**src/rtl/axi_arb_pkg.sv**
```systemverilog
// Shared definitions for the axi_master command arbiter.
//   - FSM state encoding (3-bit, legacy-compatible localparams)
//   - default widths and counts
//   - helpers for strobe width, pointer width and counter width
package axi_arb_pkg;

  localparam int DEF_NUM_REQ = 2;
  localparam int DEF_ADDR_W  = 32;
  localparam int DEF_DATA_W  = 32;
  localparam int DEF_TIMEOUT = 64;

  localparam logic [2:0] ST_IDLE    = 3'd0;
  localparam logic [2:0] ST_ISSUE   = 3'd1;
  localparam logic [2:0] ST_WAIT    = 3'd2;
  localparam logic [2:0] ST_RESP    = 3'd3;
  localparam logic [2:0] ST_RECOVER = 3'd4;

  function automatic int strb_w(input int data_w);
    return data_w / 8;
  endfunction

  // Width of a requester index; at least one bit.
  function automatic int ptr_w(input int num_req);
    return (num_req > 1) ? $clog2(num_req) : 1;
  endfunction

  // Width of the WAIT counter: must hold TIMEOUT-1.
  function automatic int cnt_w(input int timeout);
    return (timeout > 1) ? $clog2(timeout) : 1;
  endfunction

endpackage

```
**src/rtl/rr_arbiter.sv**
```systemverilog
// Round-robin arbiter.
//   clk_i, rst_ni : clock, async active-low reset
//   req_i         : request vector
//   advance_i     : accept the current grant and move the pointer to it
//   gnt_o         : one-hot grant, first request at or after pointer+1
//   gnt_idx_o     : binary index of gnt_o
//   any_o         : at least one request pending
// The pointer resets to NUM_REQ-1 so requester 0 wins the first round.
module rr_arbiter
  import axi_arb_pkg::*;
#(
  parameter int NUM_REQ = DEF_NUM_REQ,
  localparam int PTR_W  = ptr_w(NUM_REQ)
) (
  input  logic               clk_i,
  input  logic               rst_ni,
  input  logic [NUM_REQ-1:0] req_i,
  input  logic               advance_i,
  output logic [NUM_REQ-1:0] gnt_o,
  output logic [PTR_W-1:0]   gnt_idx_o,
  output logic               any_o
);

  logic [PTR_W-1:0] ptr_q, ptr_d;

  always_comb begin
    int               idx;
    logic             found;
    logic [PTR_W-1:0] idx_w;
    idx       = 0;
    idx_w     = '0;
    found     = 1'b0;
    gnt_o     = '0;
    gnt_idx_o = '0;
    // Scan pointer+1 .. pointer+NUM_REQ, wrapping, first hit wins.
    for (int i = 1; i <= NUM_REQ; i++) begin
      idx   = (int'(ptr_q) + i) % NUM_REQ;
      idx_w = PTR_W'(idx);
      if (!found && req_i[idx_w]) begin
        found        = 1'b1;
        gnt_o[idx_w] = 1'b1;
        gnt_idx_o    = idx_w;
      end
    end
  end

  assign any_o = |req_i;
  assign ptr_d = advance_i ? gnt_idx_o : ptr_q;

  always_ff @(posedge clk_i or negedge rst_ni) begin
    if (!rst_ni) ptr_q <= PTR_W'(NUM_REQ - 1);
    else         ptr_q <= ptr_d;
  end

endmodule

```
**src/rtl/axi_cmd_arbiter.sv**
```systemverilog
// Shares the axi_master user command port between NUM_REQ requesters.
//   ACLK, ARESET           : clock, async active-low reset
//   req/req_we/req_addr/req_wdata/req_wstrb : per-requester command (flattened)
//   gnt, done, err, rdata  : owner grant, completion pulse, timeout flag, read data
//   m_valid/m_valid_r      : one-cycle write/read command pulses to the master
//   m_aw_addr/m_w_data/m_w_strb/m_ar_addr : command fields, held ISSUE..RESP
//   m_ready, m_r_data      : master completion pulse and read data
//   dbg_state              : current FSM state
// Handshake: a requester raises req and holds it with its fields stable until
// done pulses for it; the master sees exactly one valid/valid_r pulse per
// transaction and answers with exactly one m_ready pulse. One transaction is
// in flight at a time; arbitration only happens in IDLE.
module axi_cmd_arbiter
  import axi_arb_pkg::*;
#(
  parameter int NUM_REQ  = DEF_NUM_REQ,
  parameter int ADDR_W   = DEF_ADDR_W,
  parameter int DATA_W   = DEF_DATA_W,
  parameter int TIMEOUT  = DEF_TIMEOUT,
  localparam int STRB_W  = strb_w(DATA_W),
  localparam int PTR_W   = ptr_w(NUM_REQ),
  localparam int CNT_W   = cnt_w(TIMEOUT)
) (
  input  logic                        ACLK,
  input  logic                        ARESET,
  input  logic [NUM_REQ-1:0]          req,
  input  logic [NUM_REQ-1:0]          req_we,
  input  logic [NUM_REQ*ADDR_W-1:0]   req_addr,
  input  logic [NUM_REQ*DATA_W-1:0]   req_wdata,
  input  logic [NUM_REQ*STRB_W-1:0]   req_wstrb,
  output logic [NUM_REQ-1:0]          gnt,
  output logic [NUM_REQ-1:0]          done,
  output logic                        err,
  output logic [DATA_W-1:0]           rdata,
  output logic                        m_valid,
  output logic                        m_valid_r,
  output logic [ADDR_W-1:0]           m_aw_addr,
  output logic [DATA_W-1:0]           m_w_data,
  output logic [STRB_W-1:0]           m_w_strb,
  output logic [ADDR_W-1:0]           m_ar_addr,
  input  logic                        m_ready,
  input  logic [DATA_W-1:0]           m_r_data,
  output logic [2:0]                  dbg_state
);

  logic [ADDR_W-1:0] addr_arr  [NUM_REQ];
  logic [DATA_W-1:0] wdata_arr [NUM_REQ];
  logic [STRB_W-1:0] wstrb_arr [NUM_REQ];

  for (genvar g = 0; g < NUM_REQ; g++) begin : g_unpack
    assign addr_arr[g]  = req_addr[g*ADDR_W +: ADDR_W];
    assign wdata_arr[g] = req_wdata[g*DATA_W +: DATA_W];
    assign wstrb_arr[g] = req_wstrb[g*STRB_W +: STRB_W];
  end

  logic [2:0]         state_q, state_d;
  logic [NUM_REQ-1:0] owner_q, owner_d;
  logic               we_q, we_d;
  logic [ADDR_W-1:0]  addr_q, addr_d;
  logic [DATA_W-1:0]  wdata_q, wdata_d;
  logic [STRB_W-1:0]  wstrb_q, wstrb_d;
  logic [DATA_W-1:0]  rdata_q, rdata_d;
  logic [CNT_W-1:0]   cnt_q, cnt_d;
  // Set on timeout: drives err in RESP and sends the FSM through RECOVER.
  logic               to_q, to_d;

  logic [NUM_REQ-1:0] arb_gnt;
  logic [PTR_W-1:0]   arb_idx;
  logic               arb_any;
  logic               arb_adv;

  assign arb_adv = (state_q == ST_IDLE) && arb_any;

  rr_arbiter #(.NUM_REQ(NUM_REQ)) u_rr (
    .clk_i     (ACLK),
    .rst_ni    (ARESET),
    .req_i     (req),
    .advance_i (arb_adv),
    .gnt_o     (arb_gnt),
    .gnt_idx_o (arb_idx),
    .any_o     (arb_any)
  );

  always_comb begin
    state_d = state_q;
    owner_d = owner_q;
    we_d    = we_q;
    addr_d  = addr_q;
    wdata_d = wdata_q;
    wstrb_d = wstrb_q;
    rdata_d = rdata_q;
    cnt_d   = cnt_q;
    to_d    = to_q;
    case (state_q)
      ST_IDLE: begin
        if (arb_any) begin
          owner_d = arb_gnt;
          we_d    = req_we[arb_idx];
          addr_d  = addr_arr[arb_idx];
          wdata_d = wdata_arr[arb_idx];
          wstrb_d = wstrb_arr[arb_idx];
          to_d    = 1'b0;
          state_d = ST_ISSUE;
        end
      end
      ST_ISSUE: begin
        cnt_d   = '0;
        state_d = ST_WAIT;
      end
      ST_WAIT: begin
        // m_ready has priority so a response on the expiry cycle still succeeds.
        if (m_ready) begin
          rdata_d = we_q ? '0 : m_r_data;
          to_d    = 1'b0;
          state_d = ST_RESP;
        end else if ((TIMEOUT != 0) && (cnt_q == CNT_W'(TIMEOUT - 1))) begin
          rdata_d = '0;
          to_d    = 1'b1;
          state_d = ST_RESP;
        end else begin
          cnt_d = cnt_q + 1'b1;
        end
      end
      ST_RESP: begin
        state_d = to_q ? ST_RECOVER : ST_IDLE;
      end
      ST_RECOVER: begin
        // The master still owes one m_ready for the abandoned command.
        if (m_ready) state_d = ST_IDLE;
      end
      default: state_d = ST_IDLE;
    endcase
  end

  always_ff @(posedge ACLK or negedge ARESET) begin
    if (!ARESET) begin
      state_q <= ST_IDLE;
      owner_q <= '0;
      we_q    <= 1'b0;
      addr_q  <= '0;
      wdata_q <= '0;
      wstrb_q <= '0;
      rdata_q <= '0;
      cnt_q   <= '0;
      to_q    <= 1'b0;
    end else begin
      state_q <= state_d;
      owner_q <= owner_d;
      we_q    <= we_d;
      addr_q  <= addr_d;
      wdata_q <= wdata_d;
      wstrb_q <= wstrb_d;
      rdata_q <= rdata_d;
      cnt_q   <= cnt_d;
      to_q    <= to_d;
    end
  end

  logic busy;
  assign busy = (state_q == ST_ISSUE) || (state_q == ST_WAIT) || (state_q == ST_RESP);

  assign gnt       = busy ? owner_q : '0;
  assign done      = (state_q == ST_RESP) ? owner_q : '0;
  assign err       = (state_q == ST_RESP) && to_q;
  assign rdata     = (state_q == ST_RESP) ? rdata_q : '0;
  assign m_valid   = (state_q == ST_ISSUE) && we_q;
  assign m_valid_r = (state_q == ST_ISSUE) && !we_q;
  assign m_aw_addr = (busy && we_q)  ? addr_q  : '0;
  assign m_w_data  = (busy && we_q)  ? wdata_q : '0;
  assign m_w_strb  = (busy && we_q)  ? wstrb_q : '0;
  assign m_ar_addr = (busy && !we_q) ? addr_q  : '0;
  assign dbg_state = state_q;

endmodule

```
**config.mk**
```make
export PLATFORM = sky130hd
export DESIGN_NAME = axi_cmd_arbiter
export DESIGN_NICKNAME = d
export VERILOG_FILES = /design/src/rtl/axi_arb_pkg.sv /design/src/rtl/rr_arbiter.sv /design/src/rtl/axi_cmd_arbiter.sv
export SDC_FILE = /design/constraint.sdc
export NUM_CORES = 1
export LEC_CHECK = 0
export CAP_MARGIN = 40
export CORE_AREA = 2 2 125 127
export DETAILED_ROUTE_END_ITERATION = 6
export DIE_AREA = 0 0 127 129
export HOLD_SLACK_MARGIN = 0.05
export PLACE_DENSITY = 0.81
export SYNTH_ARGS = -nofsm -noshare
export SYNTH_HDL_FRONTEND = slang
export SYNTH_HIERARCHICAL = 1
export SYNTH_SLANG_ARGS = --single-unit
```
**constraint.sdc**
```tcl
create_clock -name ACLK -period 3.3 [get_ports ACLK]
set_input_delay 0.66 -clock ACLK [delete_from_list [all_inputs] [get_ports ACLK]]
set_output_delay 0.66 -clock ACLK [all_outputs]
set_load 0.02 [all_outputs]
```
==> impl_metrics.ini <==
[drt]
wl_per_cell_um = 17.0
dr.pass1.iters = 7
viasPerCell = 5.09
vias = 5599
wl_mm = 18.7
remaining_drc_errors = 0
ant_nets = 0
drt_iter0_drc = 308

[sta]
max_slew_margin_pct = 62.4
finalMaxSlewViolations = 0
min_period_over_period_pct = 94.3
rsz0062_at_grt = no
fin_crit_ns = 3.11
setup_viol = 0
fmax_mhz = 321
fin_tns_setup_ns = 0
worstMarginPinSlew_ns = 0.565
fin_skew_ns = 0.00829
hold_violations = 0

[worst_setup_path]
regToRegStartpoint = dbg_state[2]
cp_max_fo = 32
path_class = reg2out
end_kind = primary output
ff2ff_path_depth = 5
arrival_ns = 2.45
reg2reg_to = addr_q[24]
required_ns = 2.64
ff2ff_setup_slack_ns = 1.37
cp-start-kind = register

[outcome]
status = finished clean

[yosys]
yosys-top-cells-area = dfrtp_1 (48%), mux2i_1 (12%), and2_1 (7.3%)
synth_edf_count = 0
synth.yosys.warnings = 6
synthCells = 609
synthFlopType = dfrtp_1
ys_async_sr_fraction_pct = 100
yosysSeqAreaShare_pct = 48.1
yosysMostFrequentCell = dfrtp_1
yosys-top-cells-count = dfrtp_1 (113), nor2_1 (74), a21oi_1 (71)
synth_area_leader_cell = dfrtp_1
synth_cell_types = 42
syn_area_per_cell_um2 = 9.75
mappedNetlistArea_mm2 = 0.00594
syn-num-nets = 785
synth.top_cell.area_share_pct = 47.6
synth_seq_cells = 114

[grt]
grt_max_degree = 82
grt_usage_pct = 22.8
grt_first_pass_wirelength_mm = 29.0
grt-ovfl-total = 0
grt_pass1_vias = 5401
antenna_found_initial = 0

[placement]
finalWeightedCongestion = 0.850
port_buffers = 316
dp_hpwl_mm = 13.5

[floorplan]
num_rows = 45
io_pins = 317
die_y_um = 129
coreArea_mm2 = 0.0150
dieArea_mm2 = 0.0164
start_util_pct = 39.7
dieWidth_um = 127

[finish]
regArea_mm2 = 0.00286
nNetsFinal = 1078
final_util_pct = 65.7
multi_input_area_mm2 = 0.00286
syn2layout_area_growth_pct = 65.7
drive_gt1_share_pct = 6.14
n_fill_cell = 1202
diodes = 0

[cts]
cts_root_buf = clkbuf_16
cts.clk_slew.worst_paths_ns = 0.05
hold_buffers = 0
cts.sinks = 114
cts_buffer_depth = 2
post_cts_resized = 0
cts_tree = done
clkLatencyLatePin_ns = 0.41
numCtsBuffers = 17
h-tree-depth = 4
post_cts_buffers = 0

[pwr]
power_density_mw_per_mm2 = 966
ir_worst_vdd_mv = 0.448
p_leak_nw = 4.29

[flow_run]
cap_violations = 0

[worst_hold_path]
hold_class = in2async
-- routing by layer --
| metal | track usage (%) | vias to the layer above | share of wire [%] |
|---|---|---|---|
| met1 | 27.7 | 2645 | 41 |
| met4 | 7.50 | 0 | 1.7 |
| li1 | - | 2715 | - |
| met3 | 6.94 | 23 | 7.3 |
| met5 | 0 | - | 0 |
| met2 | 38.9 | 216 | 50 |
-- area by class of cell --
type	count	area share [%]
Clock buffer	24	5.00
Clock inverter	5	0.305
Inverter	5	0.191
Multi-Input combinational cell	435	29.1
Sequential cell	114	29.0
Tap cell	188	2.39
Timing Repair Buffer	329	34.0
-- kinds of logic (layout without fill, tap and decap cells) --
kind of cell | after synthesis | after routing | share of synthesized area [%]
compound gates | 120 | 120 | 12.6
fa+ha+maj | 1 | 1 | 0.211
buf+inv | 60 | 363 | 4.28
flops | 114 | 114 | 48.1
mux | 72 | 72 | 12.3
simple gates | 242 | 242 | 22.6
-- state kept, by name, indices dropped and copies added (netlist names) --
register,flops
rdata_q,32
dbg_state,3
u_rr/ptr_q,1
addr_q,32
we_q,1
wdata_q,32
to_q,1
owner_q,2
cnt_q,6
wstrb_q,4
-- per-stage QoR --
step           total power [mW]  instance area (um^2)  worst slack (ns)  std cells  hold slack, ns
3_5_place_dp               7.93                  9320             0.522       1071           0.474
6_report                   9.50                  9840             0.189       1100           0.228
4_1_cts                    9.60                  9840            0.0778       1100           0.240
2_1_floorplan              5.45                  5940              1.02        609           0.364
3_3_place_gp               7.83                  9320             0.536       1071           0.476
5_1_grt                    10.1                  9840            0.0549       1100           0.259
-- critical path, stage by stage, from the launching register on --
cell	delay, ns
dfrtp_1	0.58
nor3_2	0.32
buf_4	0.33
and2_1	0.20
clkdlybuf4s50_1	0.61
-- power breakdown --
part	leakage, nW	total (mW)	internal (mW)	switching (mW)
sequential	1.35	2.56	2.08	0.483
combinational	2.69	5.32	2.61	2.72
clock	0.254	1.61	1.02	0.596
total	4.29	9.50	5.71	3.79
-- cells in the final DEF (no fill, tap or decap), types with 4 or more instances in the layout --
cell type and n:
nand2_1 6, mux2i_1 69, nor2_1 73, a21oi_1 71
clkbuf_8 4, clkbuf_16 17, inv_1 5, buf_12 7
buf_4 7, and2_1 69, clkdlybuf4s50_1 315, dfrtp_1 110
and3_1 69, a22o_1 32, o21ai_0 6, nand3_1 7
-- how the worst max path moves through the flow --
stage	startpoint	slack, ns	to	cells past startpoint
floorplan	dbg_state[0]	1.02	m_valid	4
global placement	dbg_state[0]	0.54	m_ar_addr[17]	5
detailed placement	dbg_state[0]	0.52	m_ar_addr[17]	5
CTS	dbg_state[0]	0.08	m_ar_addr[17]	5
global route	dbg_state[2]	0.05	m_ar_addr[17]	4
finish	dbg_state[2]	0.19	m_ar_addr[17]	4
(Power assumes the default switching activity.)
